`config.mk`:
```
export PLATFORM = sky130hd
export DESIGN_NAME = drop_sched
export DESIGN_NICKNAME = d
export VERILOG_FILES = /design/src/rtl/drop_sched_pkg.sv /design/src/rtl/drop_sched_ack_sync.sv /design/src/rtl/drop_sched.sv
export SDC_FILE = /design/constraint.sdc
export NUM_CORES = 1
export LEC_CHECK = 0
export CORE_AREA = 2 2 61 91
export DETAILED_ROUTE_END_ITERATION = 10
export DIE_AREA = 0 0 63 93
export PLACE_DENSITY_LB_ADDON = 0.05
export SYNTH_ARGS = -nofsm -noshare
export SYNTH_HDL_FRONTEND = slang
export SYNTH_SLANG_ARGS = --single-unit
```
`constraint.sdc`:
```
create_clock -name clk -period 4.9 [get_ports clk]
set_input_delay 0.49 -clock clk [delete_from_list [all_inputs] [get_ports clk]]
set_output_delay 0.49 -clock clk [all_outputs]
set_load 0.05 [all_outputs]
```
`src/rtl/drop_sched_pkg.sv`:
```
// drop_sched_pkg
//   Shared definitions for the drop_sched control-channel scheduler:
//   default parameter values, FSM state encodings and the decision type.
//   Imported by drop_sched and drop_sched_ack_sync.
package drop_sched_pkg;

  // Default widths / depths for the scheduler.
  localparam int DEF_CW          = 8;   // pass_len/drop_len/position width
  localparam int DEF_SYNC_STAGES = 2;   // actl_i synchronizer depth
  localparam int DEF_SW          = 16;  // statistics counter width

  // FSM states (plain constants so the encoding is fixed and visible).
  localparam logic [1:0] IDLE = 2'd0;  // no request outstanding
  localparam logic [1:0] REQ  = 2'd1;  // one rail high, waiting for ack
  localparam logic [1:0] REL  = 2'd2;  // rails low, waiting for ack release

  // Per-token decision.
  typedef enum logic {
    DEC_PASS = 1'b0,  // token goes to the output (ctl_a)
    DEC_DROP = 1'b1   // token goes to the sink (ctl_b)
  } decision_t;

endpackage

```
`src/rtl/drop_sched_ack_sync.sv`:
```
// drop_sched_ack_sync
//   Multi-flop synchronizer bringing the asynchronous control-channel
//   acknowledge into the clk domain. Reset clears every stage to 0.
// Ports:
//   clk  in  1  clock, rising edge
//   rst  in  1  asynchronous, active-low reset
//   d    in  1  asynchronous input (actl_i)
//   q    out 1  synchronized output (ack_s), STAGES flops after d
module drop_sched_ack_sync
  import drop_sched_pkg::*;
#(
  parameter int STAGES = DEF_SYNC_STAGES  // must be >= 2
) (
  input  logic clk,
  input  logic rst,
  input  logic d,
  output logic q
);

  logic [STAGES-1:0] sync_reg;

  // Plain shift chain; bit 0 is the metastability-catching stage.
  always_ff @(posedge clk or negedge rst) begin
    if (!rst) begin
      sync_reg <= '0;
    end else begin
      sync_reg <= {sync_reg[STAGES-2:0], d};
    end
  end

  assign q = sync_reg[STAGES-1];

endmodule

```
`src/rtl/drop_sched.sv`:
```
// drop_sched
//   Clocked scheduler driving the dual-rail 4-phase control channel of a
//   conditional sink. Repeats a pattern of sh_pass PASS tokens (ctl_a)
//   followed by sh_drop DROP tokens (ctl_b); one decision per completed
//   control handshake. Lengths are sampled at the start of each period.
// Optional feature macro: DROP_SCHED_STATS_EN
//   When defined, adds the SW parameter and the pass_cnt/drop_cnt
//   saturating statistics outputs.
// Ports:
//   clk       in   1   clock, rising edge
//   rst       in   1   asynchronous, active-low reset
//   en        in   1   start/continue issuing decisions
//   pass_len  in   CW  tokens passed per period
//   drop_len  in   CW  tokens dropped per period
//   ctl_a     out  1   control rail "pass" (registered)
//   ctl_b     out  1   control rail "drop" (registered)
//   actl_i    in   1   control-channel ack from datapath (asynchronous)
//   busy      out  1   handshake in progress (state != IDLE)
//   pass_cnt  out  SW  passed-token count (DROP_SCHED_STATS_EN only)
//   drop_cnt  out  SW  dropped-token count (DROP_SCHED_STATS_EN only)
module drop_sched
  import drop_sched_pkg::*;
#(
  parameter int CW          = DEF_CW,
  parameter int SYNC_STAGES = DEF_SYNC_STAGES
`ifdef DROP_SCHED_STATS_EN
  ,
  parameter int SW          = DEF_SW
`endif
) (
  input  logic          clk,
  input  logic          rst,
  input  logic          en,
  input  logic [CW-1:0] pass_len,
  input  logic [CW-1:0] drop_len,
  output logic          ctl_a,
  output logic          ctl_b,
  input  logic          actl_i,
  output logic          busy
`ifdef DROP_SCHED_STATS_EN
  ,
  output logic [SW-1:0] pass_cnt,
  output logic [SW-1:0] drop_cnt
`endif
);

  localparam logic [CW-1:0] POS_ONE    = CW'(1);
  localparam logic [CW:0]   PERIOD_ONE = (CW + 1)'(1);

  logic ack_s;

  logic [1:0]    state_reg, state_next;
  logic [CW-1:0] pos_reg, pos_next;
  logic [CW-1:0] sh_pass_reg, sh_pass_next;
  logic [CW-1:0] sh_drop_reg, sh_drop_next;
  logic          ctl_a_reg, ctl_a_next;
  logic          ctl_b_reg, ctl_b_next;

  logic [CW-1:0] eff_pass;
  logic [CW-1:0] eff_drop;
  logic          dec_pass;
  logic [CW:0]   period;
  logic          period_end;

  drop_sched_ack_sync #(
    .STAGES (SYNC_STAGES)
  ) u_ack_sync (
    .clk (clk),
    .rst (rst),
    .d   (actl_i),
    .q   (ack_s)
  );

  // At the start of a period (pos==0) the lengths about to be captured
  // are the ones that decide this token, so look through to the inputs.
  assign eff_pass = (pos_reg == '0) ? pass_len : sh_pass_reg;
  assign eff_drop = (pos_reg == '0) ? drop_len : sh_drop_reg;

  // Both lengths zero degenerates to "pass everything".
  assign dec_pass = (pos_reg < eff_pass) ||
                    ((eff_pass == '0) && (eff_drop == '0));

  // Period is one bit wider so pass_len+drop_len cannot overflow.
  assign period     = {1'b0, sh_pass_reg} + {1'b0, sh_drop_reg};
  assign period_end = (period == '0) || ({1'b0, pos_reg} == (period - PERIOD_ONE));

  always_comb begin
    state_next   = state_reg;
    pos_next     = pos_reg;
    sh_pass_next = sh_pass_reg;
    sh_drop_next = sh_drop_reg;
    ctl_a_next   = ctl_a_reg;
    ctl_b_next   = ctl_b_reg;

    case (state_reg)
      IDLE: begin
        // A stale ack (ack_s still high) blocks the next request.
        if (en && !ack_s) begin
          if (pos_reg == '0) begin
            sh_pass_next = pass_len;
            sh_drop_next = drop_len;
          end
          ctl_a_next = dec_pass;
          ctl_b_next = !dec_pass;
          state_next = REQ;
        end
      end
      REQ: begin
        if (ack_s) begin
          ctl_a_next = 1'b0;
          ctl_b_next = 1'b0;
          state_next = REL;
        end
      end
      REL: begin
        if (!ack_s) begin
          pos_next   = period_end ? '0 : (pos_reg + POS_ONE);
          state_next = IDLE;
        end
      end
      default: begin
        ctl_a_next = 1'b0;
        ctl_b_next = 1'b0;
        state_next = IDLE;
      end
    endcase
  end

  always_ff @(posedge clk or negedge rst) begin
    if (!rst) begin
      state_reg   <= IDLE;
      pos_reg     <= '0;
      sh_pass_reg <= '0;
      sh_drop_reg <= '0;
      ctl_a_reg   <= 1'b0;
      ctl_b_reg   <= 1'b0;
    end else begin
      state_reg   <= state_next;
      pos_reg     <= pos_next;
      sh_pass_reg <= sh_pass_next;
      sh_drop_reg <= sh_drop_next;
      ctl_a_reg   <= ctl_a_next;
      ctl_b_reg   <= ctl_b_next;
    end
  end

  assign ctl_a = ctl_a_reg;
  assign ctl_b = ctl_b_reg;
  assign busy  = (state_reg != IDLE);

`ifdef DROP_SCHED_STATS_EN
  localparam logic [SW-1:0] CNT_ONE = SW'(1);

  decision_t     dec_reg;
  logic [SW-1:0] pass_cnt_reg;
  logic [SW-1:0] drop_cnt_reg;
  logic          hs_issue;
  logic          hs_done;

  // The rails are already low by REL, so the decision is remembered
  // separately for crediting at handshake completion.
  assign hs_issue = (state_reg == IDLE) && (state_next == REQ);
  assign hs_done  = (state_reg == REL)  && !ack_s;

  always_ff @(posedge clk or negedge rst) begin
    if (!rst) begin
      dec_reg      <= DEC_PASS;
      pass_cnt_reg <= '0;
      drop_cnt_reg <= '0;
    end else begin
      if (hs_issue) begin
        dec_reg <= dec_pass ? DEC_PASS : DEC_DROP;
      end
      if (hs_done) begin
        if (dec_reg == DEC_PASS) begin
          if (pass_cnt_reg != '1) pass_cnt_reg <= pass_cnt_reg + CNT_ONE;
        end else begin
          if (drop_cnt_reg != '1) drop_cnt_reg <= drop_cnt_reg + CNT_ONE;
        end
      end
    end
  end

  assign pass_cnt = pass_cnt_reg;
  assign drop_cnt = drop_cnt_reg;
`endif

endmodule

```
==> Flow_metrics.wiki <==
{| class="wikitable"
! Metric !! Value
|-
| Amount of wire on met3 after detailed routing || 115 µm
|-
| Element type at the critical path start || register
|-
| Initial detailed-routing violation count || 57
|-
| Number of instances in the synthesized netlist || 226
|-
| Total count of hold-check failures in the final report || 0
|-
| Synth Area in Compound Gates || 0.171
|-
| Hold crit path type || register to register
|-
| Setup skew after layout || 5.85 ps
|-
| Run status || finished, final reports clean
|-
| HPWL after detailed placement || between 4000 and 5000 µm
|-
| Launch point of the worst reg-to-reg path || sh_pass_reg[0]
|-
| Detail-routed via count per cell || roughly 5.6
|-
| Number of synthesized register bits || 30
|-
| Mapped Area || about 2200 µm²
|-
| Launch instance of the worst min-delay path || u_ack_sync.sync_reg[0]
|-
| Root buffer cell || clkbuf_8
|-
| Layout overhead on the synthesized area || 20.2%
|-
| Clock slew seen by the registers of the worst setup and hold paths || 70 ps
|-
| Final antenna-violating net count || 0
|-
| Type of element capturing the critical path || register
|-
| Mapped Nets || 266
|-
| Maximum number of pins on one net before global-route repair || 31
|-
| Peak supply drop || ~0.41 mV
|-
| Total Neg Setup Slack || 0 ps
|-
| Area of the core region || 5080 µm²
|-
| Count of H-tree levels built during CTS || 2
|-
| TritonCTS Sinks || 30
|-
| Total number of nets in the final design || between 200 and 300
|-
| Post-cts gate resize count || 0
|-
| CTS tree || done
|-
| Top post-synthesis cells by area || dfrtp_1 (34%), ha_1 (11%), xnor2_1 (4.7%)
|-
| Total congestion overflow after global routing || 0
|-
| Total routing usage reported by global routing || 0.205
|-
| Initial antenna violation count || 0
|-
| Initial core utilization || 0.435
|-
| Die Outline Area || 5860 µm²
|-
| Seq/Total Area, Yosys || 0.339
|-
| Largest family of logic cells by synthesized area || simple AND/OR/NAND/NOR gates
|-
| Setup violations, final || 0
|-
| Horiz. Die Dim || 63 µm
|-
| Setup CP Type || register to register
|-
| Leakage Power || 1.16 nW
|-
| Count of standard-cell rows || 32
|-
| Top sig layer || met4
|-
| Worst-Skew Late Latency || 280 ps
|-
| Max Freq || a little under 0.3 GHz
|-
| Crit Path Max Fanout || 5
|-
| Post-synthesis async set-or-reset flop share || 1.00
|-
| Buffer levels on the longest clock path || 2
|-
| R2R Setup Slk || 1500 ps
|-
| Synth Area in Adders || 0.116
|-
| Router iterations before antenna repair || 4
|-
| Min Tclk post-route || 3400 ps
|-
| Wl on met1 || ~2300 µm
|-
| Final estimated routing congestion in global placement || a little over 0.8
|-
| Hold endpoint || u_ack_sync.sync_reg[1]
|-
| Parity-gate share of the synthesized area counting xor and xnor cells || 0.0955
|-
| Per-cell routed wire length || 17.1 µm
|-
| Num CTS Buffers || 5
|-
| Vias after detailed routing || 1806
|-
| Cells after DPL || 314
|-
| Cell depth of the worst hold path || 0
|-
| Arrival time at the worst endpoint || around 3600 ps
|-
| Count of non-filler cells in the finished layout || about 320
|-
| Capture point of the worst reg-to-reg path || pos_reg[7]
|-
| Die Span Y || a little over 90 µm
|-
| Launch point of the critical path || sh_pass_reg[0]
|-
| Quantity of I/O buffers inserted on ports || 22
|-
| Minimum hold slack || 367 ps
|-
| Final worst-path cycle share || 0.695
|-
| Most common library cell in the layout ignoring fill and taps || dfrtp_1
|-
| Number of enable flip-flop cells after synthesis || 0
|-
| Leading cell types in the layout, fill and taps excluded || dfrtp_1 (30), clkdlybuf4s50_1 (22), ha_1 (19), nand2_1 (16), a21oi_1 (16)
|-
| Simple-gate portion of the synthesized area || 0.179
|-
| Total number of yosys warnings || 0
|-
| Relative slew slack || 0.602
|-
| Max-slew violation count || 0
|-
| Register-to-Register Path Depth || 11
|-
| Post-synthesis mux area share || 0.0820
|-
| Critical Path RT || 5060 ps
|-
| Area share of the leading cell type in the synthesized netlist || 0.339
|-
| Transition time at the pin with the least slew margin || a little under 600 ps
|-
| Wire length after detailed routing || 5510 µm
|-
| Post-route DRC || 0
|-
| Max-cap violation count || 0
|-
| Top Ports || 23
|-
| Wire length of the first global-routing pass || 9230 µm
|-
| Commonest register cell after synthesis || dfrtp_1
|-
| Unrepaired setup endpoints after global routing || no
|-
| Synth area leader || dfrtp_1
|-
| Avg Inst Size Synth || a little under 10 µm²
|-
| Total met2 wirelength after detailed routing || 3030 µm
|-
| Share of layout cells above drive strength 1 || 0.114
|-
| Quantity of hold-fixing buffers added after cts || 0
|-
| Count of cell types in the netlist || 47
|-
| Buffers inserted during post-CTS setup optimization || 0
|-
| PD cells || 771 nW/µm²
|-
| Antenna cells || 0
|-
| Number of global-route vias before repair || between 1500 and 2000
|}
==> layout make-up <==
cell class	count	area, µm²
Clock buffer	6	82.6
Clock inverter	2	60.1
Fill cell	488	2420
Inverter	6	22.5
Multi-Input combinational cell	186	1430
Sequential cell	30	751
Tap cell	68	85.1
Timing Repair Buffer	24	235
==> power by group <==
part / internal [mW] / leakage [nW] / switching [mW]
clock network: 0.217 / 0.0714 / 0.0982
registers: 0.332 / 0.350 / 0.123
logic: 0.602 / 0.737 / 0.679
==> layer usage <==
metal,vias to the layer above,track usage
met5,-,0
met2,23,0.382
met3,5,0.0349
met4,0,0.0685
li1,889,-
met1,889,0.233
==> synthesized netlist by cell type (2+ instances only) <==
cell,number
xnor3_1,2
nand3_1,8
clkbuf_1,3
a21oi_2,2
and2_1,3
nor3_1,5
nor4_1,11
a21o_1,7
a21oi_1,16
a21boi_0,2
a211oi_1,2
o21ai_0,6
o21a_1,4
nor2_1,15
nand2_1,16
dfrtp_1,30
mux2i_1,8
nand4_1,4
ha_1,19
o31ai_1,2
xor2_1,7
or3_1,4
inv_1,6
xnor2_1,12
mux2_2,9
nor2b_1,2
==> stage by stage <==
| step | instance area (µm²) | setup slack, ps | power [mW] | util |
|---|---|---|---|---|
| after floorplan | 2210 | 1970 | 1.45 | - |
| after global placement | 2520 | 1510 | 1.73 | 0.495 |
| after detailed placement | 2520 | 1510 | 1.73 | 0.495 |
| after CTS | 2660 | 1480 | 2.06 | 0.523 |
| after global routing | 2660 | 1150 | 2.23 | 0.523 |
| final | 2660 | 1500 | 2.05 | 0.523 |
==> worst max-delay path by stage <==
stage / endpoint / slack [ps] / cells after the start
4_1_cts: pos_reg[7] / 1480 / 11
3_5_place_dp: pos_reg[7] / 1510 / 11
2_1_floorplan: pos_reg[7] / 1970 / 11
3_3_place_gp: pos_reg[7] / 1510 / 11
6_report: pos_reg[7] / 1500 / 11
5_1_grt: pos_reg[7] / 1150 / 11
==> logic make-up (layout without fill, tap and decap cells) <==
family	Yosys count	in the layout
AOI/OAI and AO/OA	52	52
adders and majority gates	20	20
and+or+nand+nor	76	76
buffers and inverters	10	38
xor gates and xnor gates	21	21
DFF	30	30
muxes	17	17
==> worst max-delay path: stages (launching register included) <==
cell      delay (ps)
dfrtp_1          420
ha_1             250
fa_1             400
xnor2_1          400
nand2_1          150
nor3_1           200
nor3b_1          250
xor2_1           130
or3_1            380
a211oi_2         370
or2_4            250
a21boi_2          60
(Power assumes the default switching activity.)
